===== src/rtl/day10_solver_scheduler.sv =====
// day10_solver_scheduler
// Shares NUM_LANES solver lanes among a stream of parsed day-10 machines.
// Jobs go to free lanes picked round-robin from a dispatch pointer. One lane
// result is collected per cycle, picked round-robin from a collect pointer,
// and added to a wrapping batch accumulator. After the last job of the batch
// has drained, the total is handed to the output writer.
// Optional feature macro: DAY10_SCHED_PERF_EN adds the perf_jobs and
// perf_cycles counters and their output ports.
`timescale 1ns/1ps

module day10_solver_scheduler #(
  parameter int  NUM_LANES    = 4,
  parameter int  RESULT_WIDTH = 16,
  parameter int  SUM_WIDTH    = 32,
  localparam int LANE_W       = (NUM_LANES > 1) ? $clog2(NUM_LANES) : 1
) (
  input  logic                              clk,
  input  logic                              rst_n,
  input  logic                              job_valid,
  input  logic                              job_last,
  output logic                              job_ready,
  output logic [LANE_W-1:0]                 job_lane,
  output logic [NUM_LANES-1:0]              lane_start,
  input  logic [NUM_LANES-1:0]              lane_done,
  input  logic [NUM_LANES*RESULT_WIDTH-1:0] lane_result,
  output logic [NUM_LANES-1:0]              lane_ack,
  output logic                              sum_valid,
  output logic [SUM_WIDTH-1:0]              sum_data,
  input  logic                              sum_ready,
  output logic                              sum_overflow
`ifdef DAY10_SCHED_PERF_EN
  ,
  output logic [15:0]                       perf_jobs,
  output logic [31:0]                       perf_cycles
`endif
);

  typedef enum logic [1:0] {IDLE, RUN, DRAIN, OUTPUT} state_t;

  state_t                  state, state_next;
  logic [NUM_LANES-1:0]    busy;
  logic [NUM_LANES-1:0]    start_set;
  logic [LANE_W-1:0]       disp_ptr;
  logic [LANE_W-1:0]       coll_ptr;
  logic [LANE_W-1:0]       grant;
  logic                    free_found;
  logic                    grant_found;
  logic                    accept;
  logic [RESULT_WIDTH-1:0] grant_result;
  logic [SUM_WIDTH-1:0]    sum;
  logic [SUM_WIDTH:0]      sum_add;
  logic                    overflow;
  logic                    last_seen;

  // First set bit of req at or after ptr, wrapping; returns {found, index}.
  function automatic logic [LANE_W:0] rr_pick(input logic [NUM_LANES-1:0] req,
                                               input logic [LANE_W-1:0]    ptr);
    logic              found;
    logic [LANE_W-1:0] sel;
    int                k;
    found = 1'b0;
    sel   = '0;
    for (int i = 0; i < NUM_LANES; i++) begin
      k = int'(ptr) + i;
      if (k >= NUM_LANES) k = k - NUM_LANES;
      if (!found && req[k[LANE_W-1:0]]) begin
        found = 1'b1;
        sel   = k[LANE_W-1:0];
      end
    end
    return {found, sel};
  endfunction

  // Pointer advance modulo NUM_LANES (works for non-power-of-two lane counts).
  function automatic logic [LANE_W-1:0] ptr_inc(input logic [LANE_W-1:0] p);
    return (p == LANE_W'(NUM_LANES - 1)) ? '0 : p + 1'b1;
  endfunction

  function automatic logic [NUM_LANES-1:0] onehot(input logic [LANE_W-1:0] idx);
    logic [NUM_LANES-1:0] v;
    v      = '0;
    v[idx] = 1'b1;
    return v;
  endfunction

  // Round-robin selection of the dispatch lane and the collection grant.
  always_comb begin
    {free_found, job_lane}  = rr_pick(~busy, disp_ptr);
    {grant_found, grant}    = rr_pick(lane_done & busy, coll_ptr);
  end

  assign job_ready    = (state == RUN) && free_found;
  assign accept       = job_valid && job_ready;
  assign start_set    = accept ? onehot(job_lane) : '0;
  assign lane_ack     = grant_found ? onehot(grant) : '0;
  assign grant_result = lane_result[int'(grant)*RESULT_WIDTH +: RESULT_WIDTH];
  assign sum_add      = {1'b0, sum} +
                        {{(SUM_WIDTH + 1 - RESULT_WIDTH){1'b0}}, grant_result};

  assign sum_valid    = (state == OUTPUT);
  assign sum_data     = sum_valid ? sum : '0;
  assign sum_overflow = overflow;

  // State register.
  // NOTE: sequential state uses non-blocking (<=) so every flop samples the
  // pre-edge values; blocking here would create order-dependent simulation.
  always_ff @(posedge clk or negedge rst_n) begin
    if (!rst_n) state <= IDLE;
    else        state <= state_next;
  end

  // Batch sequencing: open, close on the last job, drain, hand off the total.
  // NOTE: state_next gets a default before the case so no path leaves it
  // unassigned, which would otherwise infer a latch.
  always_comb begin
    state_next = state;
    case (state)
      IDLE:    state_next = RUN;
      RUN:     if (accept && job_last) state_next = DRAIN;
      DRAIN:   if (last_seen && (busy == '0) && !grant_found) state_next = OUTPUT;
      OUTPUT:  if (sum_ready) state_next = IDLE;
      default: state_next = IDLE;
    endcase
  end

  // Lane bookkeeping, pointers and the batch accumulator.
  always_ff @(posedge clk or negedge rst_n) begin
    if (!rst_n) begin
      busy       <= '0;
      lane_start <= '0;
      disp_ptr   <= '0;
      coll_ptr   <= '0;
      sum        <= '0;
      overflow   <= 1'b0;
      last_seen  <= 1'b0;
    end else begin
      lane_start <= start_set;
      // A set and a clear never hit the same lane: dispatch only picks idle
      // lanes and collection only grants busy ones.
      busy       <= (busy | start_set) & ~lane_ack;
      if (accept)      disp_ptr <= ptr_inc(job_lane);
      if (grant_found) coll_ptr <= ptr_inc(grant);

      if (state == IDLE) begin
        sum       <= '0;
        overflow  <= 1'b0;
        last_seen <= 1'b0;
      end else begin
        if (grant_found) begin
          sum <= sum_add[SUM_WIDTH-1:0];
          if (sum_add[SUM_WIDTH]) overflow <= 1'b1;
        end
        if (accept && job_last) last_seen <= 1'b1;
      end
    end
  end

`ifdef DAY10_SCHED_PERF_EN
  // Saturating batch counters: cleared in IDLE, frozen while the total waits.
  always_ff @(posedge clk or negedge rst_n) begin
    if (!rst_n) begin
      perf_jobs   <= '0;
      perf_cycles <= '0;
    end else begin
      case (state)
        IDLE: begin
          perf_jobs   <= '0;
          perf_cycles <= '0;
        end
        RUN, DRAIN: begin
          if (accept && (perf_jobs != '1)) perf_jobs <= perf_jobs + 1'b1;
          if (perf_cycles != '1)           perf_cycles <= perf_cycles + 1'b1;
        end
        default: ;
      endcase
    end
  end
`endif

endmodule

===== config.mk =====
export PLATFORM = sky130hd
export DESIGN_NAME = day10_solver_scheduler
export DESIGN_NICKNAME = d
export VERILOG_FILES = /design/src/rtl/day10_solver_scheduler.sv
export SDC_FILE = /design/constraint.sdc
export NUM_CORES = 1
export LEC_CHECK = 0
export BUFFER_PORTS_ARGS = -buffer_cell sky130_fd_sc_hd__buf_2
export CAP_MARGIN = 10
export CORE_MARGIN = 5
export CORE_UTILIZATION = 53
export CTS_CLUSTER_DIAMETER = 40
export DETAILED_ROUTE_END_ITERATION = 6
export PLACE_DENSITY = 0.79
export SLEW_MARGIN = 10
export SYNTH_ARGS = -nofsm -noshare
export SYNTH_HDL_FRONTEND = slang
export SYNTH_SLANG_ARGS = --single-unit
export TNS_END_PERCENT = 100

===== constraint.sdc =====
create_clock -name clk -period 3.8 [get_ports clk]
set_input_delay 0.19 -clock clk [delete_from_list [all_inputs] [get_ports clk]]
set_output_delay 0.19 -clock clk [all_outputs]
set_load 0.1 [all_outputs]

==> impl_metrics.tcl <==
set metrics [dict create \
    cts_buffers 5 \
    boundaryPins 118 \
    layout.cells.non_filler 689 \
    max_slew_margin_pct 26.0 \
    detail_route.wl_per_cell_um 16.5 \
    grt_pass1_vias 3831 \
    die_x_um 98.4 \
    utilization_pct 65.7 \
    critPathRequiredTime_ns 4.03 \
    route.vias.total 4018 \
    clockBufferDepth 2 \
    p_leak_nw 2.47 \
    die_h_um 98.4 \
    peakVddDrop_mv 0.461 \
    ys_types 61 \
    post-route-min-period_ns 3.59 \
    std_cell_rows 32 \
    cp-end-kind "register" \
    diodes 0 \
    status "complete, no violations" \
    yosys_warnings 0 \
    powerDensity_mw_per_mm2 971 \
    worstSetupPathType "reg -> reg" \
    slew_violations 0 \
    tns_ns 0 \
    maxCapViolCount 0 \
    syn2layout_area_growth_pct 21.8 \
    finalSetupViolations 0 \
    fmax_mhz 278 \
    drt_iter0_drc 199 \
    synthesis.nets 583 \
    first_pass_iters 4 \
    hpwl_um 8460 \
    synth_edf_count 0 \
    crit_fanout 17 \
    ant_nets 0 \
    routed_wl_um 11400 \
    cts.sinks 48 \
    worst_slew_pin_slew_ns 1.11 \
    grt_pass1_wl_um 18400 \
    globalRouteTotalUtil_pct 22.9 \
    core_area_mm2 0.00769 \
    final_layout_size_suffix_gt1_share_pct 27.9 \
    hold_path_class "in -> reg" \
    clk_latency_ns 0.31 \
    final_nets 693 \
    grt-ovfl-total 0 \
    cpPeakStageDelay_ns 0.53 \
    crit_chain "nand3_1 -> a21boi_0 -> o22ai_1 -> a21oi_1 -> o21a_1 -> buf_6 -> mux2i_2 -> ha_1 -> fa_1 -> nand3_1 -> a21oi_2 -> o211ai_1 -> o311a_4 -> or4_1 -> a21oi_1" \
    cp-start-kind "register" \
    arrival_ns 3.82 \
    gp_congestion 0.899 \
    period_share_pct 94.6 \
    grt_start_max_net_pins 49 \
    cts_tree "built" \
    drc 0 \
    initial_utilization_pct 53.9 \
    port_buffers 117 \
    synthCells 476 \
    clk_pin_slew_worst_paths_ns 0.09 \
    root_buffer "clkbuf_8" \
    async_reset_ff_share_pct 100 \
    dieArea_mm2 0.00969 \
    critPathSlowestCell "or4_1" \
    post_cts_buffers 0 \
    ys_ff_latch 48 \
    synth_top_flop_cell "dfrtp_1" \
    dp.cells 680 \
    clock_skew_ns 0.0103 \
    antenna_found_initial 0 \
    htreeDepth 2 \
    hold_viol 0 \
    whs_path_depth 3 \
    holdWs_ns 0.138 \
    syn_avg_cell_area_um2 8.71 \
    seq_area_frac_synth_pct 29.0 \
    vias_per_cell 5.83 \
    netlist_area_mm2 0.00414 \
    worst_r2r_path_depth 15 \
]
cell usage after synthesis, drive strengths merged, types with 2 or more instances:
master | instances | area, um^2
dfrtp | 48 | 1200
nor3b | 2 | 15.0
inv | 15 | 56.3
nand3b | 3 | 22.5
clkbuf | 13 | 48.8
a2bb2oi | 4 | 35.0
or4 | 2 | 15.0
xor2 | 4 | 35.0
a21boi | 2 | 15.0
a31oi | 2 | 18.8
o41ai | 2 | 17.5
a31o | 2 | 17.5
buf | 11 | 56.3
nand2b | 4 | 25.0
nor2b | 5 | 31.3
nand4 | 4 | 31.3
mux2i | 50 | 500
xnor2 | 8 | 70.1
and3 | 10 | 62.6
o31ai | 3 | 22.5
o211ai | 6 | 50.1
nand2 | 51 | 191
nand3 | 15 | 75.1
or3 | 9 | 56.3
a21o | 5 | 37.5
and2 | 39 | 244
ha | 33 | 413
nor4 | 2 | 12.5
or2 | 3 | 18.8
mux2 | 4 | 45.0
nor3 | 2 | 10.0
a21oi | 36 | 180
nor2 | 20 | 75.1
o21ba | 2 | 20.0
o21a | 6 | 45.0
a211oi | 7 | 52.6
o21ai | 24 | 120
cells by family after synthesis:
kind of cell               share of synthesized area [%]
AOI/OAI and AO/OA                                   18.6
buffers and inverters                               3.89
and+or+nand+nor                                     22.4
xor gates and xnor gates                            2.54
muxes                                               13.2
DFF                                                 29.0
adders and majority gates                           10.4
report_power, final:
group | leakage, nW | switching (mW) | internal, mW
clock network | 0.0645 | 0.182 | 0.232
registers | 0.632 | 0.144 | 0.657
logic | 1.77 | 2.38 | 1.30
total | 2.47 | 2.71 | 2.19
repair_timing:
item | 4_1_cts | 5_1_grt
resized for setup | 0 | 15
endpoints found under the setup margin | 0 | 20
hold endpoints to repair | 16 | 0
hold buffers | 1 | 0
metrics by stage:
step / instance area, um^2 / total power, mW / worst slack (ns)
2_1_floorplan: 4140 / 3.61 / 0.246
3_3_place_gp: 4860 / 4.26 / 0.268
3_5_place_dp: 4860 / 4.37 / 0.168
4_1_cts: 5000 / 4.80 / 0.133
5_1_grt: 5050 / 5.26 / -0.0158
6_report: 5050 / 4.90 / 0.206
cell type report:
type	count	area (um^2)
multi-input cells	389	2820
fillers	630	2640
flip-flops and latches	48	1200
repair buffers	127	713
well taps	102	128
clock buffers	7	96.3
inverters	15	56.3
clock inverters	1	30.0
sequential cells by signal (all words and copies together), names as in the netlist:
register,count
sum,32
sum_overflow,1
state,2
coll_ptr,2
disp_ptr,2
last_seen,1
lane_start,4
busy,4
per-layer routing:
layer	track usage (%)	wire [um]
met5	0	0
met4	5.88	172
met3	4.10	715
met2	38.8	5650
met1	30.3	4830
worst max-delay path, delay by kind of cell, from the launching register on:
kind | cells | cell delay (ns)
and+or+nand+nor | 3 | 0.77
adders and majority gates | 2 | 0.45
AOI/OAI and AO/OA | 8 | 1.44
muxes | 1 | 0.24
buffers and inverters | 1 | 0.17
DFF | 1 | 0.45
worst paths after layout:
kind	from	endpoint	slack [ns]
max	coll_ptr[1]	sum[28]	0.21
min	job_last	last_seen	0.14
max reg2reg	coll_ptr[1]	sum[28]	0.21
min reg2reg	last_seen	last_seen	0.50
max in group asynchronous	rst_n	coll_ptr[1]	2.83
min in group asynchronous	rst_n	sum[27]	0.52
cells in the final DEF (no fill, tap or decap), types with 3 or more instances in the layout:
cell         n
buf_2      115
nand2_1     50
mux2i_1     49
dfrtp_1     45
and2_1      39
a21oi_1     33
ha_1        30
o21ai_0     23
nor2_1      20
inv_1       15
nand3_1     15
and3_1      10
or3_1        9
xnor2_1      8
a211oi_1     7
clkbuf_8     7
o21a_1       6
buf_4        6
o211ai_1     5
a21o_1       5
nor2b_1      5
mux2_2       4
nand2b_1     4
xor2_1       4
a2bb2oi_1    4
or2_2        3
a21oi_2      3
nand4_1      3
nand3b_1     3
o31ai_1      3
ha_2         3
dfrtp_2      3
buf_12       3
No activity file was read; power rests on OpenSTA's default activity.
